`config.mk`:
```
export PLATFORM = sky130hd
export DESIGN_NAME = imm_sign_extender
export DESIGN_NICKNAME = d
export VERILOG_FILES = /design/src/rtl/imm_sign_extender.sv
export SDC_FILE = /design/constraint.sdc
export NUM_CORES = 1
export LEC_CHECK = 0
export ABC_AREA = 1
export CORE_UTILIZATION = 40
export DETAILED_ROUTE_END_ITERATION = 8
export PLACE_DENSITY = 0.81
export SLEW_MARGIN = 5
export SYNTH_ARGS = -nofsm -noshare
export SYNTH_HDL_FRONTEND = slang
export SYNTH_SLANG_ARGS = --single-unit
```
`constraint.sdc`:
```
create_clock -name clk -period 1.5 [get_ports clk]
set_input_delay 0.45 -clock clk [delete_from_list [all_inputs] [get_ports clk]]
set_output_delay 0.45 -clock clk [all_outputs]
set_load 0.03 [all_outputs]
```
`src/rtl/imm_sign_extender.sv`:
```
// RV32I immediate generator: decodes I/S/B/J immediates from instr[31:7]
// and presents the sign-extended value through one register stage.
module imm_sign_extender #(
    parameter int XLEN     = 32,
    parameter int IMM_IN_W = 25
) (
    input  logic                clk,
    input  logic                rst_n,
    input  logic                in_valid,
    input  logic [IMM_IN_W-1:0] inm,
    input  logic [1:0]          src,
    output logic [XLEN-1:0]     inm_ext,
    output logic                out_valid
);

    typedef enum logic [1:0] {
        IMM_I = 2'b00,
        IMM_S = 2'b01,
        IMM_B = 2'b10,
        IMM_J = 2'b11
    } imm_src_e;

    logic [XLEN-1:0] imm_d, imm_q;
    logic            vld_d, vld_q;
    logic            s;
    imm_src_e        sel;

    // inm[k] is instr[k+7], so instr[31] lands on inm[24].
    assign s   = inm[24];
    assign sel = imm_src_e'(src);

    always_comb begin
        imm_d = imm_q;
        vld_d = 1'b0;
        if (in_valid) begin
            vld_d = 1'b1;
            unique case (sel)
                IMM_I:   imm_d = {{20{s}}, inm[24:13]};
                IMM_S:   imm_d = {{20{s}}, inm[24:18], inm[4:0]};
                IMM_B:   imm_d = {{20{s}}, inm[0], inm[23:18], inm[4:1], 1'b0};
                IMM_J:   imm_d = {{12{s}}, inm[12:5], inm[13], inm[23:14], 1'b0};
                default: imm_d = imm_q;
            endcase
        end
    end

    always_ff @(posedge clk or negedge rst_n) begin
        if (!rst_n) begin
            imm_q <= '0;
            vld_q <= 1'b0;
        end else begin
            imm_q <= imm_d;
            vld_q <= vld_d;
        end
    end

    assign inm_ext   = imm_q;
    assign out_valid = vld_q;

endmodule

```
* Yosys cells after proc, flatten, opt, wreduce, memory -nomap -nowiden
Index checks and enable logic that the tools add are counted.
** Word-level totals
- Logic and storage cells :: 8
- Output and inout bits :: 33
- RAM bits :: 0
- Memories kept :: 0
- Input port bits :: 30
- ROM bits :: 0
- Bits in registers :: 33
- Bits in latches :: 0
** Cells by class
- Divide/modulo/power cells :: 0
- Order comparisons :: 0
- Shift operators :: 0
- Reduce and logical (&&, ||, !) cells :: 1
- Add/subtract/negate cells :: 0
- $mul :: 0
- Equality and inequality tests :: 3
- Muxes and demuxes :: 2
- Bitwise logic cells :: 0
** Operators with widths (number)
- 32-bit case mux with 4 select lines :: 1
- 2-bit equality test, second input constant :: 2
- 2-bit by 1-bit equality test with 1-bit output, second input constant :: 1
- 2-bit logical NOT :: 1
- 1-bit 2-to-1 mux :: 1

* Depth between registers and ports, before layout
- Word-level depth :: 2
- Depth in mapped cells :: 6
- Depth with buffers taken out :: 6

* Least setup slack after synthesis
OpenSTA, ideal clock, no wires.
- Path kind :: flip-flop to output port
- From :: reg, netlist name inm_ext[30]
- To :: out inm_ext[21]
- Cell stages (with the launch flop) :: 2
- Path slack :: 0.147 ns
- Data arrival time :: 0.903 ns
- Required time :: 1.050 ns
- Buffers on the path :: 1
- Path through :: dfrtp_1 > buf_4
** RTL lines
- end: declaration :: line 12 : output logic [XLEN-1:0] inm_ext,

* Worst setup path in the final report
- From :: reg imm_q[14] (netlist: inm_ext[14])
- To :: out inm_ext[14]
** RTL lines
- start: declaration :: line 23 : logic [XLEN-1:0] imm_d, imm_q;
- start signal: assignment :: line 52 : imm_q <= imm_d;
No word-level cell between the ends.

==> out/summary.md <==
After synthesis, the netlist uses 12 different library cells. Entering global routing, the biggest net connects 23 pins. Setup repair after global routing could not meet its margin everywhere.

By count the netlist is led by nand2_1, dfrtp_1, nand3_1. The core region area was 2540 um2. For the buffer count from post-CTS setup fixing, the log shows 0. For the worst setup path, the data required time is 1050 ps. Buffering stage count on the worst path with inverters included: 1. CTS saw 22 sinks. The antenna diode count came out at 0. In the final routed layout, each cell accounts on average for 12.1 um. For the area after detailed placement, the log shows 1710 um2. The run gives 730 ps as the worst-case register-to-register setup slack. Clock skew on the completed layout was measured at 0 ps. The number of nets with antenna violations after routing is 0. The first routing iteration left 31 violations. The endpoint class of the critical path is a primary output.

The run finished with clean final reports. The layout overhead on the synthesized area is 60.4%. The final number of hold-violating endpoints is 0, and the register bit count reported by yosys is 22. TritonCTS created 3 clock buffers. The clock passes through at most 2 buffers. For the pin with the worst max-slew slack, the measured transition is 355 ps. The run gives 43.2% as the effective utilization at floorplan. The die covers 2960 um2. Across all layers, the routed design uses 1,053 vias. The share of synthesized area in the top cell type comes to 50.1%.

The final number of max-transition violations is 0. Power spread over the standard cell area amounts to 902 nW/um2. After layout, the minimum clock period comes to 1460 ps. The worst pin sits at a relative slew slack of 76.3%.

The cell with the largest stage delay on the worst path is dfrtp_1. Along the worst path, the maximum fanout reaches 2. The prevailing post-synth register cell was dfrtp_1. The class of the most critical hold timing path was input pin to asynchronous set/reset pin. The critical path goes through clkdlybuf4s18_2. H-tree depth: 1. First-pass GRT wire length: 4120 um. The logs give 0.685 GHz for the maximum clock frequency and 310 ps for the latest clock arrival within the worst-skew pair. In the routed design, unresolved DRC markers number 0. The tools report the final number of setup-violating endpoints as 0. The number of nets in the synthesized netlist is 166. The average vias per placed instance was 4.70; the post-synthesis cell count was 136. The final layout contains 225 nets. The tools report the via count of the first global-routing pass as 903.

The tool flagged a number of max-cap violations equal to 0. The Yosys step of the flow raised 0 warnings. Global routing used 25.3% of the available met1 tracks. Clock-pin slew reported for the worst setup and hold paths after clock tree synthesis: 120 ps. In the post-synthesis netlist, the biggest area contributors are dfrtp_1, nand2_1, buf_4. The floorplan die height is 54.4 um. The final critical path takes up 97.3% of the cycle. The met2 routing resource usage after global routing is 33.5%, and the largest voltage drop on the vdd net is 595 uV.

For met3 alone, demand over resource in global routing was 3.06%. In this run the mean area of a mapped cell was 8.09 um2. Biggest area consumer among synthesized cells: dfrtp_1. The leakage dissipation was 0.882 nW; the largest stage delay on the critical path was 410 ps.

By instance count, the leading cell after synthesis is nand2_1. The run gives 19.8% as the total global routing track utilization. The tools report the first-pass iteration count of the detailed router as 4. STA classifies the critical path startpoint as a flop. TritonCTS built the clock tree.

For this block, the routed nets add up to 2720 um of wire. The share of final-layout standard cells stronger than drive strength 1 is 26.8%. The global routing stage identified its most utilized layer as met2. The die is 54.4 um wide. The async set-reset flop share out of synthesis is 100%, and the data arrival time of the worst path is 1010 ps. The count of input and output buffers works out to 62. At the end of routability-driven placement, the weighted congestion stood at 0.850.

Counting flops with a built-in enable in the synthesized netlist gives 0. After routing the design area is 1760 um2. The boundary pin count came out at 63.

The logs give 2140 um for the detailed placement HPWL and 1100 um2 for the summed instance area of the synthesized netlist. Summed over all layers, the global routing overflow is 0. The worst setup path is of the flop to primary output kind. For the number of rows in the core area, the log shows 18. For the final routed database, the setup TNS stands at 0 ps. The initial antenna violation count was 0.

Fraction of the yosys area taken by sequential cells: 50.1%. In this design, the largest share of critical-path delay is due to flip-flops. The root buffer cell chosen for the clock tree is clkbuf_4.
-- power breakdown --
part	leakage (nW)	internal [W]	switching (W)
clock	0.0210	0.000148	0.000181
sequential	0.259	0.000652	0.0000373
combinational	0.603	0.000248	0.000325
total	0.882	0.00105	0.000543
-- metal layers --
layer	wire length [um]	vias up	share of wire [%]
li1	-	530	-
met1	1160	480	43
met2	1380	38	51
met3	138	5	5.1
met4	41	0	1.5
met5	0	-	0
-- cells in the final DEF, fill, tap and decap left out --
cell type / n
nand2_2: 3
nand3_1: 18
o21bai_1: 1
a31oi_1: 7
clkbuf_2: 1
nand2_1: 38
clkdlybuf4s15_2: 17
clkbuf_4: 3
clkdlybuf4s18_2: 1
dfrtp_2: 1
nor2_1: 13
clkdlybuf4s50_1: 29
nand2_4: 2
inv_1: 14
clkbuf_8: 1
buf_4: 20
o21ai_1: 1
dfrtp_1: 21
buf_12: 3
-- through the flow --
| step | cells | setup WS, ps | util, % | total power [W] | hold slack, ps |
|---|---|---|---|---|---|
| global route | 224 | -30.3 | 69.3 | 0.00167 | 472 |
| detailed placement | 220 | -172 | 67.2 | 0.00129 | 459 |
| floorplan | 136 | 147 | - | 0.00103 | 154 |
| CTS | 224 | 6.16 | 69.5 | 0.00161 | 465 |
| finish | 224 | 40.2 | 69.3 | 0.00159 | 462 |
| global placement | 220 | -117 | 67.2 | 0.00128 | 455 |
-- cell families (layout without fill, tap and decap cells) --
family | count (synthesis) | after routing | share of synthesized area (%)
and+or+nand+nor | 74 | 74 | 29.4
DFF | 22 | 22 | 50.1
buffers and inverters | 31 | 89 | 15.5
AOI/OAI and AO/OA | 9 | 9 | 5.12
-- path summary, 6_finish.rpt --
check                                 start           to  cells after the start
worst max register to register  inm_ext[15]  inm_ext[15]                      3
worst min-delay path                  rst_n  inm_ext[14]                      2
min in group clk                 inm_ext[5]   inm_ext[5]                      2
max in group asynchronous             rst_n  inm_ext[30]                      2
worst max-delay path            inm_ext[14]  inm_ext[14]                      1
worst min register to register   inm_ext[5]   inm_ext[5]                      2
-- final cells by class --
type / count / area (um2)
Tap cell: 30 / 37.5
Timing Repair Buffer: 71 / 707
Sequential cell: 22 / 552
Multi-Input combinational cell: 83 / 379
Clock buffer: 4 / 36.3
Fill cell: 189 / 781
Inverter: 14 / 52.6
-- state kept, by name (all words and copies together), names as in the netlist --
name,count
inm_ext,21
out_valid,1
-- what timing repair did --
action / in CTS / in global routing
setup endpoints to repair: 31 / 14
hold buffers: 0 / 0
gates resized for setup: 56 / 3
Note: power is estimated with default switching activity, not from simulation.
